File: src/rtl/modexp_pkg.sv
// Shared types for the modular-exponentiation controller: FSM states, operand-mux
// op codes, default operand width and small state-decoding helpers.
package modexp_pkg;

  localparam int SIZE_DEFAULT = 64;

  typedef enum logic [3:0] {
    IDLE,
    RED_REQ,
    RED_WAIT,
    SCAN,
    SQR_REQ,
    SQR_WAIT,
    MUL_REQ,
    MUL_WAIT,
    DONE
  } state_t;

  typedef enum logic [1:0] {
    OP_RED,
    OP_SQR,
    OP_MUL
  } op_t;

  function automatic logic is_req(input state_t s);
    return (s == RED_REQ) || (s == SQR_REQ) || (s == MUL_REQ);
  endfunction

  function automatic op_t op_for(input state_t s);
    case (s)
      SQR_REQ: return OP_SQR;
      MUL_REQ: return OP_MUL;
      default: return OP_RED;
    endcase
  endfunction

endpackage

File: src/rtl/modexp_opmux.sv
// Registered operand mux: on load, selects the multiplier a/b operands for the
// requested op (reduce: base*1, square: R*R, multiply: R*B) and holds them.
module modexp_opmux
  import modexp_pkg::*;
#(
  parameter int SIZE = SIZE_DEFAULT
) (
  input  logic            clk,
  input  logic            rst,
  input  logic            load,
  input  logic [1:0]      op,
  input  logic [SIZE-1:0] r_val,
  input  logic [SIZE-1:0] b_val,
  input  logic [SIZE-1:0] base_val,
  output logic [SIZE-1:0] mm_a,
  output logic [SIZE-1:0] mm_b
);

  // NOTE: sequential state is written with non-blocking assignments only, so every
  // flop samples the pre-edge values regardless of statement order.
  always_ff @(posedge clk) begin
    if (rst) begin
      mm_a <= '0;
      mm_b <= '0;
    end else if (load) begin
      case (op)
        OP_SQR: begin
          mm_a <= r_val;
          mm_b <= r_val;
        end
        OP_MUL: begin
          mm_a <= r_val;
          mm_b <= b_val;
        end
        default: begin
          mm_a <= base_val;
          mm_b <= SIZE'(1);
        end
      endcase
    end
  end

endmodule

File: src/rtl/mod_exp_controller.sv
// Left-to-right square-and-multiply sequencer driving one shared a*b mod n unit.
// Define MODEXP_LEADING_ZERO_SKIP_EN to skip leading exponent zeros via a SCAN state.
module mod_exp_controller
  import modexp_pkg::*;
#(
  parameter int SIZE = SIZE_DEFAULT
) (
  input  logic            clk,
  input  logic            rst,
  input  logic [SIZE-1:0] s_base_tdata,
  input  logic [SIZE-1:0] s_exp_tdata,
  input  logic [SIZE-1:0] s_mod_tdata,
  input  logic            s_tvalid,
  output logic            s_tready,
  output logic [SIZE-1:0] mm_a_tdata,
  output logic [SIZE-1:0] mm_b_tdata,
  output logic [SIZE-1:0] mm_n_tdata,
  output logic            mm_req_tvalid,
  input  logic            mm_req_tready,
  input  logic [SIZE-1:0] mm_res_tdata,
  input  logic            mm_res_tvalid,
  output logic            mm_res_tready,
  output logic [SIZE-1:0] m_tdata,
  output logic            m_tvalid,
  input  logic            m_tready,
  output logic            busy,
  output logic            err
);

  localparam int CW = $clog2(SIZE);

  state_t          state_q, state_d;
  logic [SIZE-1:0] exp_q, exp_d;
  logic [SIZE-1:0] n_q, n_d;
  logic [SIZE-1:0] b_q, b_d;
  logic [SIZE-1:0] r_q, r_d;
  logic [CW-1:0]   idx_q, idx_d;
  logic            err_q, err_d;
  logic            advance;

  always_ff @(posedge clk) begin
    if (rst) begin
      state_q <= IDLE;
      exp_q   <= '0;
      n_q     <= '0;
      b_q     <= '0;
      r_q     <= '0;
      idx_q   <= '0;
      err_q   <= 1'b0;
    end else begin
      state_q <= state_d;
      exp_q   <= exp_d;
      n_q     <= n_d;
      b_q     <= b_d;
      r_q     <= r_d;
      idx_q   <= idx_d;
      err_q   <= err_d;
    end
  end

  // NOTE: every variable gets a default before the case so no path leaves one
  // unassigned, which would otherwise infer a latch.
  always_comb begin
    state_d = state_q;
    exp_d   = exp_q;
    n_d     = n_q;
    b_d     = b_q;
    r_d     = r_q;
    idx_d   = idx_q;
    err_d   = err_q;
    advance = 1'b0;

    case (state_q)
      IDLE: begin
        if (s_tvalid) begin
          exp_d = s_exp_tdata;
          n_d   = s_mod_tdata;
          idx_d = CW'(SIZE - 1);
          r_d   = SIZE'(1);
          err_d = 1'b0;
          if (s_mod_tdata == '0) begin
            err_d   = 1'b1;
            r_d     = '0;
            state_d = DONE;
          end else if (s_mod_tdata == SIZE'(1)) begin
            r_d     = '0;
            state_d = DONE;
          end else begin
            state_d = RED_REQ;
          end
        end
      end
      RED_REQ: if (mm_req_tready) state_d = RED_WAIT;
      RED_WAIT: begin
        if (mm_res_tvalid) begin
          b_d = mm_res_tdata;
          if (exp_q == '0) begin
            r_d     = SIZE'(1);
            state_d = DONE;
          end else begin
`ifdef MODEXP_LEADING_ZERO_SKIP_EN
            state_d = SCAN;
`else
            state_d = SQR_REQ;
`endif
          end
        end
      end
`ifdef MODEXP_LEADING_ZERO_SKIP_EN
      // exp is non-zero here, so the scan always stops on a set bit.
      SCAN: begin
        if (exp_q[idx_q]) begin
          r_d     = b_q;
          advance = 1'b1;
        end else begin
          idx_d = idx_q - CW'(1);
        end
      end
`endif
      SQR_REQ: if (mm_req_tready) state_d = SQR_WAIT;
      SQR_WAIT: begin
        if (mm_res_tvalid) begin
          r_d = mm_res_tdata;
          if (exp_q[idx_q]) state_d = MUL_REQ;
          else              advance = 1'b1;
        end
      end
      MUL_REQ: if (mm_req_tready) state_d = MUL_WAIT;
      MUL_WAIT: begin
        if (mm_res_tvalid) begin
          r_d     = mm_res_tdata;
          advance = 1'b1;
        end
      end
      DONE: if (m_tready) state_d = IDLE;
      default: state_d = IDLE;
    endcase

    // Move to the next lower exponent bit, or finish after bit 0.
    if (advance) begin
      if (idx_q == '0) begin
        state_d = DONE;
      end else begin
        idx_d   = idx_q - CW'(1);
        state_d = SQR_REQ;
      end
    end
  end

  // Operands are captured on entry to a request state, using next-cycle R so a
  // result landing on the same edge is already reflected.
  modexp_opmux #(.SIZE(SIZE)) u_opmux (
    .clk      (clk),
    .rst      (rst),
    .load     (is_req(state_d) && !is_req(state_q)),
    .op       (op_for(state_d)),
    .r_val    (r_d),
    .b_val    (b_d),
    .base_val (s_base_tdata),
    .mm_a     (mm_a_tdata),
    .mm_b     (mm_b_tdata)
  );

  assign mm_n_tdata    = n_q;
  assign s_tready      = (state_q == IDLE);
  assign mm_req_tvalid = is_req(state_q);
  assign mm_res_tready = (state_q == IDLE) || (state_q == RED_WAIT) ||
                         (state_q == SQR_WAIT) || (state_q == MUL_WAIT);
  assign m_tvalid      = (state_q == DONE);
  assign m_tdata       = (state_q == DONE) ? r_q : '0;
  assign busy          = (state_q != IDLE);
  assign err           = err_q;

endmodule

File: config.mk
export PLATFORM = sky130hd
export DESIGN_NAME = mod_exp_controller
export DESIGN_NICKNAME = d
export VERILOG_FILES = /design/src/rtl/modexp_pkg.sv /design/src/rtl/modexp_opmux.sv /design/src/rtl/mod_exp_controller.sv
export SDC_FILE = /design/constraint.sdc
export NUM_CORES = 1
export LEC_CHECK = 0
export CORE_UTILIZATION = 30
export DETAILED_ROUTE_END_ITERATION = 7
export HOLD_SLACK_MARGIN = 0.08
export PLACE_DENSITY = 0.52
export SLEW_MARGIN = 0
export SYNTH_ARGS = -nofsm -noshare
export SYNTH_HDL_FRONTEND = slang
export SYNTH_SLANG_ARGS = --single-unit
File: constraint.sdc
create_clock -name clk -period 4.4 [get_ports clk]
set_input_delay 1.32 -clock clk [delete_from_list [all_inputs] [get_ports clk]]
set_output_delay 1.32 -clock clk [all_outputs]
set_load 0.02 [all_outputs]
==> reports/qor.txt, run 1 <==
run status: finished, final reports clean
worst hold-check path type: reg -> reg
crit-path max FO: 66
Post-Syn Instances: 2028
Worst setup SP type: flip-flop
Peak VDD IR: 0.278 mV
Required @ worst endpoint: 3.08 ns
GPL Wtd Cong: 0.875
Reg2Reg Setup Slack: 0.41 ns
commonest cells after routing, fill and taps aside: 522 x clkdlybuf4s50_1, 396 x nand2_1, 395 x dfxtp_1
Slew HR: 38.1%
synthesized cell area: 17100 sq um
initial core utilization: 30.3%
via count: 18000
Final Power: 9.95 mW
RSZ-0062 raised after global routing: no
yosys warns: 0
CTS tree: built
clk_lat worst skew: 0.59 ns
Layout Cells excl Fill: 3297
Final Cycle Share: 96.3%
Layout Skew: 0.0219 ns
die extent in x: 241 um
WS Path Type: reg -> out
number of synthesized flops with an enable pin: 0
# placed instances: 3211
chip height: 241 um
die area: 58000 sq um
fmax: 236 MHz
vias per cell: 5.46
vias in the first global route: 17800
first-pass GRT wire length: 107000 um
CTS H-Tree Depth: 2
worst slew pin tran: 0.928 ns
Max Slew Vio Count: 0
area delta synth->final: 47.8%
Synth area leader: dfxtp_1
number of I/O port buffers: 523
Setup violations, final: 0
syn_nets: 2293
Root Driver: clkbuf_16
Cell Rows: 87
GRT Overall Usage: 23.8%
DR iter-0 viols: 1640
share of cells above drive strength 1: 9.41%
wire per inst: 21.8 um
Ports: 524
Clock Path Buffers: 3
sequential share of the synthesized area: 46.2%
largest net degree at the start of global routing: 129
post-synthesis register bit count: 395
total setup buffers inserted after CTS: 0
Post-Syn Area per Cell: 8.43 sq um
Synth Flop Type: dfxtp_1
synth unique cells: 52
post-route ant nets: 0
ys async rst share: 0%
Final Hold Viols: 0
Lkg Pwr: 8.67 nW
Min Hold Slack: 0.452 ns
DP HPWL: 48900 um
antenna violations before repair: 5
clock sink count: 395
pwr/cell area: 394 nW/um^2
core box area: 56400 sq um
Crit. End Element: output port
Pre-antenna DRT Iters: 8
CTS buffer count: 47
DRC viols: 0
clock transition at the registers of the reported paths: 0.06 ns
area share of the largest cell type after synthesis: 46.2%
aggregate routed wire length: 71900 um
worst path arrival time: 2.92 ns
commonest non-fill, non-tap cell in the layout: clkdlybuf4s50_1
Area contributors post-synth: dfxtp_1 46%, a21oi_1 9.5%, nand2_1 8.7%
maxcap violations: 0
final core utilization: 44.8%
Tmin final: 4.24 ns
grt total ovfl: 0
Nets: 2769
-- sequential cells by signal (all words and copies together) (netlist names) --
signal        flops
state_q           4
idx_q             6
err               1
r_q              64
mm_n_tdata       64
u_opmux.mm_b     64
b_q              64
exp_q            64
u_opmux.mm_a     64
-- cells in the mapped netlist (6+ instances only) --
master / instances
mux2i_1: 12
a311oi_1: 7
nor4_1: 30
nand2_1: 398
a211oi_1: 69
nand3_1: 6
mux4_2: 13
o2111ai_1: 63
and2_1: 71
a21oi_1: 325
buf_2: 16
inv_1: 10
a222oi_1: 63
buf_1: 18
nor2_1: 87
clkbuf_1: 173
dfxtp_1: 395
o21ai_0: 67
a22oi_1: 67
a221o_1: 63
buf_6: 9
-- stage by stage --
step           TNS, ns  setup WS [ns]  instance area (sq um)
2_1_floorplan        0          0.296                  17100
3_3_place_gp    -63.87         -0.607                  23600
3_5_place_dp    -69.09         -0.679                  23600
4_1_cts              0         0.0294                  25200
5_1_grt              0         0.0156                  25300
6_report             0          0.162                  25300
-- what timing repair did --
item / CTS / global route
endpoints found under the setup margin: 27 / 116
hold buffers: 0 / 0
pin swaps: 0 / 1
gates resized for setup: 2 / 9
-- metal layers --
metal | vias up | global-route usage [%] | wire [um]
met5 | - | 0 | 37
met4 | 6 | 7.06 | 1740
met3 | 96 | 6.61 | 6020
met2 | 687 | 41.5 | 35400
met1 | 8786 | 28.4 | 28700
li1 | 8431 | - | -
-- path summary, 6_finish.rpt --
check	endpoint	from	cells past startpoint
setup / recovery	m_tdata[1]	state_q[0]$_SDFF_PP0_	5
hold / removal	mm_n_tdata[37]$_SDFFE_PP0P_	mm_n_tdata[37]$_SDFFE_PP0P_	2
setup reg to reg	u_opmux.mm_b[45]$_SDFFE_PP0P_	idx_q[2]$_SDFF_PP0_	15
hold reg to reg	mm_n_tdata[37]$_SDFFE_PP0P_	mm_n_tdata[37]$_SDFFE_PP0P_	2
-- report_power, final --
group          leakage, nW  total (mW)  switching (mW)  internal [mW]
logic                 4.67        2.00            1.11          0.890
registers             3.22        3.98           0.165           3.81
clock network        0.777        3.97            1.59           2.38
total                 8.67        9.95            2.86           7.08
-- critical path: stages (launching register included) --
cell and delay, ns:
dfxtp_1 0.40, or2_2 0.39, nor3b_2 0.27, buf_12 0.31, and2_1 0.19, clkdlybuf4s50_1 0.69
-- final cells by class --
| type | instances | area [sq um] |
|---|---|---|
| Timing Repair Buffer | 644 | 6430 |
| Sequential cell | 395 | 7910 |
| Multi-Input combinational cell | 1406 | 8370 |
| Inverter | 10 | 37.5 |
| Fill cell | 5576 | 31100 |
| Clock inverter | 13 | 163 |
| Tap cell | 756 | 946 |
| Antenna cell | 2 | 5.00 |
| Clock buffer | 71 | 1410 |
-- kinds of logic after synthesis --
kind of cell    share of synthesized area, %
compound gates                          29.3
simple gates                            16.1
flops                                   46.2
buf+inv                                 5.50
mux                                     2.55
fa+ha+maj                              0.219
xor+xnor                              0.0512
Power figures use the tool's default switching activity.
==> inputs of run 2 (changes only) <==
- CELL_PAD_IN_SITES_DETAIL_PLACEMENT: not set -> 0
- CELL_PAD_IN_SITES_GLOBAL_PLACEMENT: not set -> 1
- PLACE_DENSITY: 0.52 -> not set
- PLACE_DENSITY_LB_ADDON: not set -> 0.1
==> reports/qor.txt, run 2 (same netlist as run 1, synthesis figures left out) <==
run status: finished, final reports clean
post-route setup TNS: 0 ns
die area: 58000 sq um
fill count: 5635
worst slew pin tran: 1.01 ns
commonest non-fill, non-tap cell in the layout: clkdlybuf4s50_1
post-route ant nets: 0
area delta synth->final: 47.0%
via count: 17700
DP HPWL: 49400 um
Comb pwr share: 20.1%
Nets: 2749
vias per cell: 5.39
pre-CTS setup slack: -0.744 ns
clock transition at the registers of the reported paths: 0.06 ns
Clock Path Buffers: 3
Lkg Pwr: 8.57 nW
Pre-antenna DRT Iters: 6
clk_lat worst skew: 0.60 ns
Max Slew Vio Count: 0
worst path arrival time: 2.92 ns
worst hold-check path type: reg -> reg
crit-path max FO: 37
maxcap violations: 0
first-pass GRT wire length: 109000 um
Net Sw Frac: 29.2%
Cell Rows: 87
Required @ worst endpoint: 3.08 ns
CTS buffer count: 47
commonest cells after routing, fill and taps aside: 522 x clkdlybuf4s50_1, 396 x nand2_1, 395 x dfxtp_1
aggregate routed wire length: 74000 um
DRC viols: 0
P_int: 6.96 mW
number of I/O port buffers: 523
Final Hold Viols: 0
GPL Wtd Cong: 0.826
clock sink count: 395
fmax: 236 MHz
wire per inst: 22.5 um
antenna violations before repair: 9
vias in the first global route: 17000
Clock Power Share: 39.5%
Root Driver: clkbuf_16
Slew HR: 32.9%
RSZ-0062 raised after global routing: no
# placed instances: 3187
Tmin final: 4.24 ns
Layout Cells excl Fill: 3281
Flop pwr share: 40.4%
largest net degree at the start of global routing: 130
Worst setup SP type: flip-flop
sw power: 2.88 mW
Setup violations, final: 0
DR iter-0 viols: 1314
core box area: 56400 sq um
initial core utilization: 30.3%
die extent in x: 241 um
CTS H-Tree Depth: 2
grt total ovfl: 0
pwr/cell area: 391 nW/um^2
Min Hold Slack: 0.455 ns
Ports: 524
Final Cycle Share: 96.4%
Peak VDD IR: 0.248 mV
chip height: 241 um
GRT Overall Usage: 24.5%
WS Path Type: reg -> out
Layout Skew: 0.0213 ns
Crit. End Element: output port
PnR worst setup slack: 0.157 ns
CTS tree: built
Final Power: 9.84 mW
share of cells above drive strength 1: 8.81%
-- run 2: layout make-up --
type | count | area, sq um | area share [%]
timing repair buffer | 624 | 6340 | 25.2
clock buffer | 68 | 1340 | 5.31
multi-input combinational | 1406 | 8390 | 33.4
sequential | 395 | 7910 | 31.5
antenna | 4 | 10.0 | 0.0398
inverter | 10 | 37.5 | 0.149
clock inverter | 18 | 176 | 0.702
tap | 756 | 946 | 3.76
-- run 2: power by group through the flow --
| stage | sequential [mW] | clock [mW] | combinational (mW) |
|---|---|---|---|
| final | 3.98 | 3.88 | 1.98 |
| after global routing | 4.01 | 4.13 | 2.12 |
| after CTS | 3.98 | 3.99 | 1.99 |
| after detailed placement | 4.05 | 0 | 1.99 |
| after global placement | 4.05 | 0 | 1.98 |
| after floorplan | 4.21 | 0 | 0.764 |
-- run 2: stage by stage --
stage	area (sq um)	utilization, %
detailed placement	23500	41.6
finish	25100	44.6
CTS	25000	44.3
global route	25100	44.6
global placement	23500	41.6
floorplan	17100	-
-- run 2: worst paths after layout --
kind | startpoint | endpoint | slack [ns] | cells after the start
min reg2reg | b_q[14]$_SDFF_PP0_ | b_q[14]$_SDFF_PP0_ | 0.45 | 2
max | state_q[0]$_SDFF_PP0_ | m_tdata[35] | 0.16 | 5
max reg2reg | idx_q[2]$_SDFF_PP0_ | u_opmux.mm_b[16]$_SDFFE_PP0P_ | 0.48 | 15
min | b_q[14]$_SDFF_PP0_ | b_q[14]$_SDFF_PP0_ | 0.45 | 2
-- run 2: layer usage --
layer | GRT usage, % | vias up | part of all wire, %
li1 | - | 8393 | -
met1 | 31.7 | 8593 | 43
met2 | 40.1 | 595 | 47
met3 | 6.22 | 95 | 7.7
met4 | 7.06 | 12 | 2.3
met5 | 0 | - | 0.099
-- run 2: critical path, cell delays in order, from the launching register on --
cell and delay (ns):
dfxtp_1 0.41, or2_2 0.39, nor3b_2 0.28, buf_6 0.34, and2_1 0.26, clkdlybuf4s50_1 0.63
-- run 2: what timing repair did --
action,CTS,global route
hold buffers,0,0
endpoints found under the hold margin,0,0
gates cloned,0,1
resized for setup,2,12
endpoints found under the setup margin,92,105
buffers inserted,0,3
pin swaps,0,2
